### config.mk
export PLATFORM = sky130hd
export DESIGN_NAME = tlb_op_ctrl
export DESIGN_NICKNAME = d
export VERILOG_FILES = /design/src/rtl/tlb_op_ctrl.sv
export SDC_FILE = /design/constraint.sdc
export NUM_CORES = 1
export LEC_CHECK = 0
export ABC_CLOCK_PERIOD_IN_PS = 2100
export CAP_MARGIN = 0
export CELL_PAD_IN_SITES_DETAIL_PLACEMENT = 1
export CELL_PAD_IN_SITES_GLOBAL_PLACEMENT = 2
export CORE_MARGIN = 5
export CORE_UTILIZATION = 22
export CTS_CLUSTER_DIAMETER = 150
export CTS_CLUSTER_SIZE = 10
export DETAILED_ROUTE_END_ITERATION = 8
export PLACE_DENSITY_LB_ADDON = 0.1
export SLEW_MARGIN = 20
export SYNTH_ARGS = -nofsm -noshare
export SYNTH_HDL_FRONTEND = slang
export SYNTH_SLANG_ARGS = --single-unit
export TNS_END_PERCENT = 20
### constraint.sdc
create_clock -name clk -period 2.1 [get_ports clk]
set_clock_uncertainty 0.2 [all_clocks]
set_input_delay 0.42 -clock clk [delete_from_list [all_inputs] [get_ports clk]]
set_output_delay 0.42 -clock clk [all_outputs]
set_load 0.005 [all_outputs]
### src/rtl/tlb_op_ctrl.sv
// TLB management controller: issues SRCH/RD/WR/FILL/INVTLB over the s0/s1/s2 TLB ports.
// Optional macro TLB_FILL_LFSR_EN: FILL index taken from a free-running LFSR instead of a counter.
module tlb_op_ctrl #(
  parameter  int TLBNUM = 16,
  localparam int IDXW   = $clog2(TLBNUM)
) (
  input  logic            clk,
  input  logic            rst,
  input  logic            op_valid,
  output logic            op_ready,
  input  logic [2:0]      op_code,
  input  logic [2:0]      inv_op,
  input  logic [9:0]      inv_asid,
  input  logic [18:0]     inv_va,
  input  logic [9:0]      csr_asid,
  input  logic [18:0]     csr_vppn,
  input  logic [IDXW-1:0] csr_index,
  input  logic            csr_ne,
  input  logic            csr_g,
  input  logic [25:0]     csr_elo0,
  input  logic [25:0]     csr_elo1,
  output logic [18:0]     s0_VPPN,
  output logic [9:0]      s0_ASID,
  input  logic [IDXW-1:0] s0_index,
  input  logic            s0_NE,
  output logic [IDXW-1:0] s1_index,
  input  logic [9:0]      s1_ASID,
  input  logic            s1_NE,
  input  logic            s1_G,
  input  logic [18:0]     s1_VPPN,
  input  logic [25:0]     s1_phytran0,
  input  logic [25:0]     s1_phytran1,
  output logic            s2_we,
  output logic [IDXW-1:0] s2_index,
  output logic            s2_NE,
  output logic [9:0]      s2_ASID,
  output logic [18:0]     s2_VPPN,
  output logic            s2_G,
  output logic [25:0]     s2_phytran0,
  output logic [25:0]     s2_phytran1,
  output logic            done_valid,
  output logic [IDXW-1:0] res_index,
  output logic            res_ne,
  output logic [9:0]      res_asid,
  output logic [18:0]     res_vppn,
  output logic            res_g,
  output logic [25:0]     res_elo0,
  output logic [25:0]     res_elo1,
  output logic            op_err,
  output logic [2:0]      dbg_state
);

  // Handshake: a request is taken on a rising edge where op_valid && op_ready;
  // op_ready is high only in IDLE, and every accepted request yields exactly one done_valid pulse.
  typedef enum logic [2:0] {S_IDLE, S_EXEC, S_INV_RD, S_INV_WR, S_DONE} state_t;

  localparam logic [2:0] OP_SRCH = 3'd0;
  localparam logic [2:0] OP_RD   = 3'd1;
  localparam logic [2:0] OP_WR   = 3'd2;
  localparam logic [2:0] OP_FILL = 3'd3;
  localparam logic [2:0] OP_INV  = 3'd4;
  localparam logic [IDXW-1:0] LAST_IDX = {IDXW{1'b1}};

  state_t          state;
  logic [2:0]      op_q;
  logic [2:0]      inv_op_q;
  logic [9:0]      inv_asid_q;
  logic [18:0]     inv_va_q;
  logic [IDXW-1:0] idx_q;
  logic [IDXW-1:0] walk_i;
  logic [IDXW-1:0] fill_ptr;
  logic            rule_hit;
  logic            inv_hit;
  logic            illegal;

  assign dbg_state = state;
  assign s1_index  = (state == S_INV_RD || state == S_INV_WR) ? walk_i : idx_q;
  assign illegal   = (op_code > OP_INV) || (op_code == OP_INV && inv_op == 3'd7);

  always_comb begin
    rule_hit = 1'b0;
    case (inv_op_q)
      3'd0, 3'd1: rule_hit = 1'b1;
      3'd2:       rule_hit = s1_G;
      3'd3:       rule_hit = !s1_G;
      3'd4:       rule_hit = !s1_G && (s1_ASID == inv_asid_q);
      3'd5:       rule_hit = !s1_G && (s1_ASID == inv_asid_q) && (s1_VPPN == inv_va_q);
      3'd6:       rule_hit = (s1_G || (s1_ASID == inv_asid_q)) && (s1_VPPN == inv_va_q);
      default:    rule_hit = 1'b0;
    endcase
    inv_hit = rule_hit && !s1_NE;
  end

`ifdef TLB_FILL_LFSR_EN
  localparam int LW = (IDXW > 4) ? IDXW : 4;

  function automatic logic [31:0] lfsr_taps(input int w);
    case (w)
      4:       return 32'h0000_000C;
      5:       return 32'h0000_0014;
      6:       return 32'h0000_0030;
      7:       return 32'h0000_0060;
      8:       return 32'h0000_00B8;
      9:       return 32'h0000_0110;
      10:      return 32'h0000_0240;
      11:      return 32'h0000_0500;
      12:      return 32'h0000_0E08;
      13:      return 32'h0000_1C80;
      14:      return 32'h0000_3802;
      15:      return 32'h0000_6000;
      default: return 32'h0000_D008;
    endcase
  endfunction

  localparam logic [31:0] TAPS32 = lfsr_taps(LW);
  logic [LW-1:0] lfsr;

  // Galois form; steps every cycle so the FILL victim is pseudo-random.
  always_ff @(posedge clk) begin
    if (!rst) lfsr <= LW'(1);
    else      lfsr <= (lfsr >> 1) ^ (lfsr[0] ? TAPS32[LW-1:0] : '0);
  end
  assign fill_ptr = lfsr[IDXW-1:0];
`else
  logic [IDXW-1:0] fill_cnt;

  always_ff @(posedge clk) begin
    if (!rst)
      fill_cnt <= '0;
    else if (state == S_IDLE && op_valid && op_code == OP_FILL)
      fill_cnt <= fill_cnt + 1'b1;
  end
  assign fill_ptr = fill_cnt;
`endif

  always_ff @(posedge clk) begin
    if (!rst) begin
      state       <= S_IDLE;
      op_ready    <= 1'b1;
      done_valid  <= 1'b0;
      op_err      <= 1'b0;
      op_q        <= '0;
      inv_op_q    <= '0;
      inv_asid_q  <= '0;
      inv_va_q    <= '0;
      idx_q       <= '0;
      walk_i      <= '0;
      s0_VPPN     <= '0;
      s0_ASID     <= '0;
      s2_we       <= 1'b0;
      s2_index    <= '0;
      s2_NE       <= 1'b0;
      s2_ASID     <= '0;
      s2_VPPN     <= '0;
      s2_G        <= 1'b0;
      s2_phytran0 <= '0;
      s2_phytran1 <= '0;
      res_index   <= '0;
      res_ne      <= 1'b0;
      res_asid    <= '0;
      res_vppn    <= '0;
      res_g       <= 1'b0;
      res_elo0    <= '0;
      res_elo1    <= '0;
    end else begin
      done_valid <= 1'b0;
      op_err     <= 1'b0;
      s2_we      <= 1'b0;
      case (state)
        S_IDLE: if (op_valid) begin
          op_ready   <= 1'b0;
          op_q       <= op_code;
          inv_op_q   <= inv_op;
          inv_asid_q <= inv_asid;
          inv_va_q   <= inv_va;
          idx_q      <= csr_index;
          s0_VPPN    <= csr_vppn;
          s0_ASID    <= csr_asid;
          if (illegal) begin
            state      <= S_DONE;
            done_valid <= 1'b1;
            op_err     <= 1'b1;
          end else if (op_code == OP_INV) begin
            walk_i <= '0;
            state  <= S_INV_RD;
          end else begin
            state <= S_EXEC;
            if (op_code == OP_WR || op_code == OP_FILL) begin
              s2_we       <= 1'b1;
              s2_index    <= (op_code == OP_FILL) ? fill_ptr : csr_index;
              s2_NE       <= ~csr_ne;
              s2_ASID     <= csr_asid;
              s2_VPPN     <= csr_vppn;
              s2_G        <= csr_g;
              s2_phytran0 <= csr_elo0;
              s2_phytran1 <= csr_elo1;
            end
          end
        end
        S_EXEC: begin
          state      <= S_DONE;
          done_valid <= 1'b1;
          case (op_q)
            OP_SRCH: begin
              res_ne <= s0_NE;
              if (!s0_NE) res_index <= s0_index;
            end
            OP_RD: begin
              res_ne   <= s1_NE;
              res_asid <= s1_NE ? '0   : s1_ASID;
              res_vppn <= s1_NE ? '0   : s1_VPPN;
              res_g    <= s1_NE ? 1'b0 : s1_G;
              res_elo0 <= s1_NE ? '0   : s1_phytran0;
              res_elo1 <= s1_NE ? '0   : s1_phytran1;
            end
            OP_FILL: res_index <= s2_index;
            default: ;
          endcase
        end
        S_INV_RD: begin
          if (inv_hit) begin
            // Rewrite the entry unchanged except for its valid bit.
            s2_we       <= 1'b1;
            s2_index    <= walk_i;
            s2_NE       <= 1'b0;
            s2_ASID     <= s1_ASID;
            s2_VPPN     <= s1_VPPN;
            s2_G        <= s1_G;
            s2_phytran0 <= s1_phytran0;
            s2_phytran1 <= s1_phytran1;
            state       <= S_INV_WR;
          end else if (walk_i == LAST_IDX) begin
            state      <= S_DONE;
            done_valid <= 1'b1;
          end else begin
            walk_i <= walk_i + 1'b1;
          end
        end
        S_INV_WR: begin
          if (walk_i == LAST_IDX) begin
            state      <= S_DONE;
            done_valid <= 1'b1;
          end else begin
            walk_i <= walk_i + 1'b1;
            state  <= S_INV_RD;
          end
        end
        S_DONE: begin
          state    <= S_IDLE;
          op_ready <= 1'b1;
        end
        default: begin
          state    <= S_IDLE;
          op_ready <= 1'b1;
        end
      endcase
    end
  end

endmodule

==> results.md, run 1 <==
* Clock Sinks at 257
* Skew-Pair Late Insertion Delay at ~0.56 ns
* Max clock buf depth at 3
* Primary FF master, synth: dfxtp_1
* Maximum clock rate at around 0.39 GHz
* Max VDD drop at 0.000515 V
* Yosys top cell area share at 0.463
* Nets at 2054
* Overall via count from detail_route at 11400
* Initial drt markers at 398
* Delay-heaviest family, CP: simple AND/OR/NAND/NOR gates
* Status: finished with violations
* H-tree levels at 1
* Cell Chain, Critical Path: xor2_1 > nor4_1 > a311oi_1 > nor3_2 > a21o_4 > buf_12 > buf_16 > nor2_1 > a311oi_2
* CP required at 2.36 ns
* Min-delay src: s1_VPPN[12]
* Post-route setup TNS at -37.94 ns
* LEAKAGE at 7.90 nW
* Core ar. at between 50000 and 60000 sq um
* Tcrit/Tclk final at 1.24
* Multi-input logic area at 5740 sq um
* Drt pass-1 iters at 4
* IO Count at 427
* CP Buf/Inv Count at 2
* Post-DRT Antenna Nets at 0
* Residual DRC at 0
* Async SR Flop Fraction at 0
* Initial Util at 0.222
* Min cycle time layout at 2.59 ns
* Port buffer count at 426
* CTS clk-pin slew, worst paths at 0.06 ns
* Mapped Cells at 1325
* TritonCTS clock tree: yes
* Die Y at 235 um
* Reg-to-reg critical path startpoint: inv_asid_q[0]
* Pre-CTS setup slack at -1.26 ns
* Vias per inst at ~4.5
* Vias in the first global route at 11900
* Sequential cell area at 5170 sq um
* Most instantiated cells after synthesis: 328 x nand2_1, 257 x dfxtp_1, 181 x nor2_1
* CTS Buf Count at 29
* Initial antenna violation count at 12
* Pwr dens at 659 nW/um^2
* Max_cap viols at 0
* Synth Area per Inst at 8.39 sq um
* Critical Path Sink Type: register
* First-pass GRT wire length at 78.9 mm
* Hold Path Class: in2reg
* Failing checks: setup timing
* Distinct cell type count after synthesis at 41
* Area Overhead vs Synth at 68.1%
* Yosys warns at 0
* Mapped Area at around 11000 sq um
* RSZ-0062 raised after global routing: yes
* Hold Slack at about 0.17 ns
* Fin. max-slew vios at 0
* Post-synthesis cell type with the largest combined area: dfxtp_1
* CTS root buffer: clkbuf_16
* Slew @ Worst Pin at 0.519 ns
* Post-synth net total at 1540
* Number of enable flip-flop cells after synthesis at 0
* Detailed placer's ending HPWL at 38.6 mm
* Row count at 82
* WL/cell at 21.1 um
* CP max FO at 9
* Filler instances at 5891
* RD Place Congestion at 0.795
* # setup viols final at 100
* Total global routing overflow at 0
* Largest net degree at the start of global routing at roughly 90
* Synth top area cells: dfxtp_1 46%, nand2_1 11%, a311oi_2 11%
* Die footprint at 55100 sq um
* FF+latch count, synth at 257
* Crit path largest cell delay at 0.49 ns
* Worst slew margin at 0.654
* Final WL at between 50 and 60 mm
* CP max-delay cell: nor4_1
* Die Wd at 235 um
* Worst setup SP type: register
* Final setup margin at -0.495 ns
* Gr usage total at 0.181
* Layout cells sized above 1 at 0.202
* Crit path launch: inv_asid_q[0]
* Hold Fails Final Rpt at 0
* Most frequent cell after synthesis: nand2_1
* Crit path DAT at 2.86 ns
* Post-synthesis sequential area ratio at 0.463
* Crit Path Category: reg2reg
## stage by stage
step	utilization	instance area [sq um]	std cells	total power, mW
2_1_floorplan	-	11200	1325	6.35
3_3_place_gp	0.340	17000	2432	7.81
3_5_place_dp	0.340	17000	2432	7.84
4_1_cts	0.362	18100	2483	12.5
5_1_grt	0.373	18700	2511	13.0
6_report	0.373	18700	2517	12.3
## registers in the layout, indices dropped and copies added (netlist names), 10 cells and up
register     count
res_elo1        26
res_asid        10
inv_asid_q      10
s0_VPPN         19
s0_ASID         10
s2_phytran0     26
s2_phytran1     26
res_elo0        26
s2_ASID         10
inv_va_q        19
s2_VPPN         19
res_vppn        19
## layout make-up
class                      count  share of cell area
inverter                       5             0.00154
tap                          672              0.0450
multi-input combinational    951               0.307
clock inverter                 1            0.000268
timing repair buffer         595               0.329
sequential                   257               0.277
antenna                        7            0.000938
clock buffer                  29              0.0388
## layout by cell type (no fill, tap or decap), drive strengths merged, types with 17 or more instances in the layout
cell type and count:
nor2 181, nor3b 82, a311oi 85, clkbuf 34, a21oi 155, clkdlybuf4s50 295, dlygate4sd2 88, nand3 17
nand2 328, dfxtp 257, xor2 28, dlymetal6s2s 37, buf 170
## path summary, 6_finish.rpt
path / slack [ns] / to / cells past startpoint
setup reg to reg: -0.49 / s2_phytran0[7] / 9
hold reg to reg: 0.25 / op_ready / 2
hold / removal: 0.17 / s2_VPPN[12] / 3
setup / recovery: -0.49 / s2_phytran0[7] / 9
## logic make-up after synthesis
family,synth area share
fa+ha+maj,0.00225
buf+inv,0.0487
flops,0.463
compound gates,0.202
xor+xnor,0.0252
simple gates,0.250
mux,0.00867
## where the power goes
group | internal (mW) | switching [mW]
logic | 1.38 | 1.20
clock network | 2.41 | 2.05
registers | 5.13 | 0.155
total | 8.92 | 3.40
## routing by layer
| layer | up-vias | wire [um] | global-route usage |
|---|---|---|---|
| met1 | 5522 | 23500 | 0.233 |
| met3 | 49 | 3610 | 0.0568 |
| met2 | 269 | 25300 | 0.305 |
| met5 | - | 79 | 0 |
| met4 | 10 | 623 | 0.0299 |
| li1 | 5559 | - | - |
## repair_timing
item,CTS,global route
hold buffers,0,0
setup buffers,18,23
resized for setup,158,94
setup endpoints to repair,197,272
gates cloned,3,5
hold endpoints to repair,0,0
pin swaps,22,31
## tightest hold or removal path, cell delays in order
cell           delay, ns
dlygate4sd2_1       0.28
nand2_1             0.09
a311oi_2            0.09
Note: power is estimated with default switching activity, not from simulation.
==> run 2: changes to the inputs <==
- CORE_MARGIN: 5 -> 10
==> run 2 against run 1 <==
The flow still finishes with violations (setup timing). Die area rose by 8.7%. Global-route usage is 0.77 points lower. Non-clock buffer count shrank 24. Clock-buffer cell count unchanged. Cell area down 2.6%. Register-to-register slack improved by 0.11 ns. First-iteration DRC count shrank 5.0%. Critical path depth is the same. Combinational power is 4% lower. Fmax is 4.3% higher. Sequential power is essentially flat. Critical path type is now in2reg.
==> results.md, run 2 (synthesis gave the netlist of run 1 again) <==
* Max clock buf depth at 3 (unchanged)
* Met2 Routed Length at 26.3 mm (was 25.3 mm)
* Failing checks: setup timing (unchanged)
* Tcrit/Tclk final at 1.18 (was 1.24)
* Pwr dens at 670 nW/um^2 (was 659 nW/um^2)
* Critical Path Sink Type: register (unchanged)
* IO Count at 427 (unchanged)
* Initial antenna violation count at 11 (was 12)
* Overall via count from detail_route at 11300 (was 11400)
* Clock Sinks at 257 (unchanged)
* Largest net degree at the start of global routing at 92 (unchanged)
* RSZ-0062 raised after global routing: yes (unchanged)
* Post-route setup TNS at -28.43 ns (was -37.94 ns)
* Post-DRT Antenna Nets at 0 (unchanged)
* Final core occ at 0.364 (was 0.373)
* CTS Buf Count at 29 (unchanged)
* Crit Path Category: in2reg (was reg2reg)
* Reg2reg path depth at 10 (was 9)
* Max VDD drop at 0.000492 V (was 0.000515 V)
* WL/cell at 21.9 um (was 21.1 um)
* Fin. max-slew vios at 0 (unchanged)
* Met3 wire len at 3.74 mm (was 3.61 mm)
* Die Y at 245 um (was 235 um)
* Initial Util at 0.222 (unchanged)
* Die footprint at 59900 sq um (was 55100 sq um)
* Slew @ Worst Pin at 0.667 ns (was 0.519 ns)
* Max Used Layer: met5 (unchanged)
* Nets at 2030 (was 2054)
* Max_cap viols at 0 (unchanged)
* Row count at 82 (unchanged)
* Hold Fails Final Rpt at 0 (unchanged)
* DP Area at 16900 sq um (was 17000 sq um)
* Worst hold path stage count at 4 (was 3)
* Area Overhead vs Synth at 63.8% (was 68.1%)
* Gr usage total at 0.173 (was 0.181)
* CP required at 2.37 ns (was 2.36 ns)
* CTS clk-pin slew, worst paths at 0.06 ns (about the same)
* Crit path largest cell delay at 0.53 ns (was 0.49 ns)
* Final Instance Area at 18200 sq um (was 18700 sq um)
* H-tree levels at 1 (unchanged)
* Hold Path Class: in2reg (unchanged)
* Most used cell, CP: buf_12
* Maximum clock rate at 0.402 GHz (was 0.385 GHz)
* Most frequent cells in the layout: 323 x nand2_1, 268 x clkdlybuf4s50_1, 247 x dfxtp_1, 162 x nor2_1, 154 x a21oi_1 (was 322 x nand2_1, 295 x clkdlybuf4s50_1, 238 x dfxtp_1, 161 x nor2_1, 155 x a21oi_1)
* Final WL at 54.5 mm (was 53.1 mm)
* M1 wire length at 23.5 mm (about the same)
* Cell Chain, Critical Path: clkdlybuf4s50_1 > mux2_4 > a221o_1 > nor3_4 > a21o_4 > buf_12 > buf_12 > nor2_1 > a311oi_2 (was xor2_1 > nor4_1 > a311oi_1 > nor3_2 > a21o_4 > buf_12 > buf_16 > nor2_1 > a311oi_2)
* # setup viols final at 100 (unchanged)
* CP max-delay cell: clkdlybuf4s50_1 (was nor4_1)
* Min cycle time layout at 2.49 ns (was 2.59 ns)
* Die Wd at 245 um (was 235 um)
* LEAKAGE at 7.91 nW (was 7.90 nW)
* Reg2reg setup slack at -0.38 ns (was -0.49 ns)
* Drt pass-1 iters at 4 (unchanged)
* Port buffer count at 426 (unchanged)
* CP max FO at 15 (was 9)
* Skew-Pair Late Insertion Delay at 0.56 ns (about the same)
* Total global routing overflow at 0 (unchanged)
* Commonest non-fill, non-tap cell in the layout: nand2_1 (unchanged)
* Layout cells sized above 1 at 0.174 (was 0.202)
* CTS root buffer: clkbuf_16 (unchanged)
* Worst setup SP type: input pin (was register)
* Status: finished with violations (unchanged)
* Core ar. at 50100 sq um (unchanged)
* Vias in the first global route at 11900 (about the same)
* Initial drt markers at 378 (was 398)
* RD Place Congestion at 0.789 (was 0.795)
* Detailed placer's ending HPWL at 41.0 mm (was 38.6 mm)
* Vias per inst at 4.53 (about the same)
* Worst slew margin at 0.555 (was 0.654)
* Final setup margin at -0.387 ns (was -0.495 ns)
* TritonCTS clock tree: yes (unchanged)
* Residual DRC at 0 (unchanged)
* Crit path DAT at 2.76 ns (was 2.86 ns)
* First-pass GRT wire length at 80.1 mm (was 78.9 mm)
* Hold buffer count at CTS at 0 (unchanged)
## run 2: cell count changes in the layout (fill, tap and decap cells not counted), moves of 8 or more
cell / before / now
buf_12: 32 / 24
buf_4: 118 / 110
buf_6: 12 / 4
clkdlybuf4s50_1: 295 / 268
dfxtp_1: 238 / 247
dfxtp_2: 17 / 9
dlygate4sd2_1: 88 / 108
dlymetal6s2s_1: 37 / 45
nor3b_1: 64 / 79
nor3b_2: 18 / 3
## run 2: final cells by class
type                            instances  area, sq um
Inverter                                5         26.3
Fill cell                            5850        31900
Multi-Input combinational cell        951         5670
Clock inverter                          1         5.00
Clock buffer                           29          726
Timing Repair Buffer                  571         5760
Sequential cell                       257         5160
Antenna cell                            3         7.51
Tap cell                              672          841
## run 2: repair_timing
| action | in CTS | in global routing |
|---|---|---|
| setup endpoints to repair | 224 | 228 |
| setup buffers | 4 | 19 |
| gates resized for setup | 162 | 83 |
| pin swaps | 17 | 11 |
| gates cloned | 3 | 1 |
## run 2: layer usage
| layer | GRT usage | vias to the layer above |
|---|---|---|
| met5 | 0 | - |
| met4 | 0.0320 | 16 |
| met3 | 0.0566 | 61 |
| met2 | 0.299 | 254 |
| met1 | 0.208 | 5447 |
| li1 | - | 5496 |
## run 2: path summary, 6_finish.rpt
| check | startpoint | to |
|---|---|---|
| max | s1_G | s2_phytran0[6] |
| min | s1_VPPN[1] | s2_VPPN[1] |
| max reg2reg | inv_va_q[9] | s2_phytran0[6] |
| min reg2reg | s0_ASID[9] | s0_ASID[9] |
## run 2: through the flow
stage / setup slack [ns] / power, mW / std cells / hold WS, ns
after global placement: -1.19 / 7.80 / 2429 / 0.238
after floorplan: -0.0771 / 6.35 / 1325 / 0.233
after detailed placement: -1.22 / 7.83 / 2429 / 0.248
after CTS: -0.443 / 12.4 / 2466 / 0.167
final: -0.387 / 12.2 / 2489 / 0.188
after global routing: -0.527 / 12.9 / 2487 / 0.189
## run 2: worst max-delay path, delay by kind of cell
kind,cells,cell delay (ns)
simple gates,2,0.31
mux,1,0.32
buf+inv,3,0.85
compound gates,3,0.83
## run 2: where the power goes
part           switching [mW]  internal, mW
logic                    1.17          1.28
clock network            2.05          2.41
registers               0.153          5.13
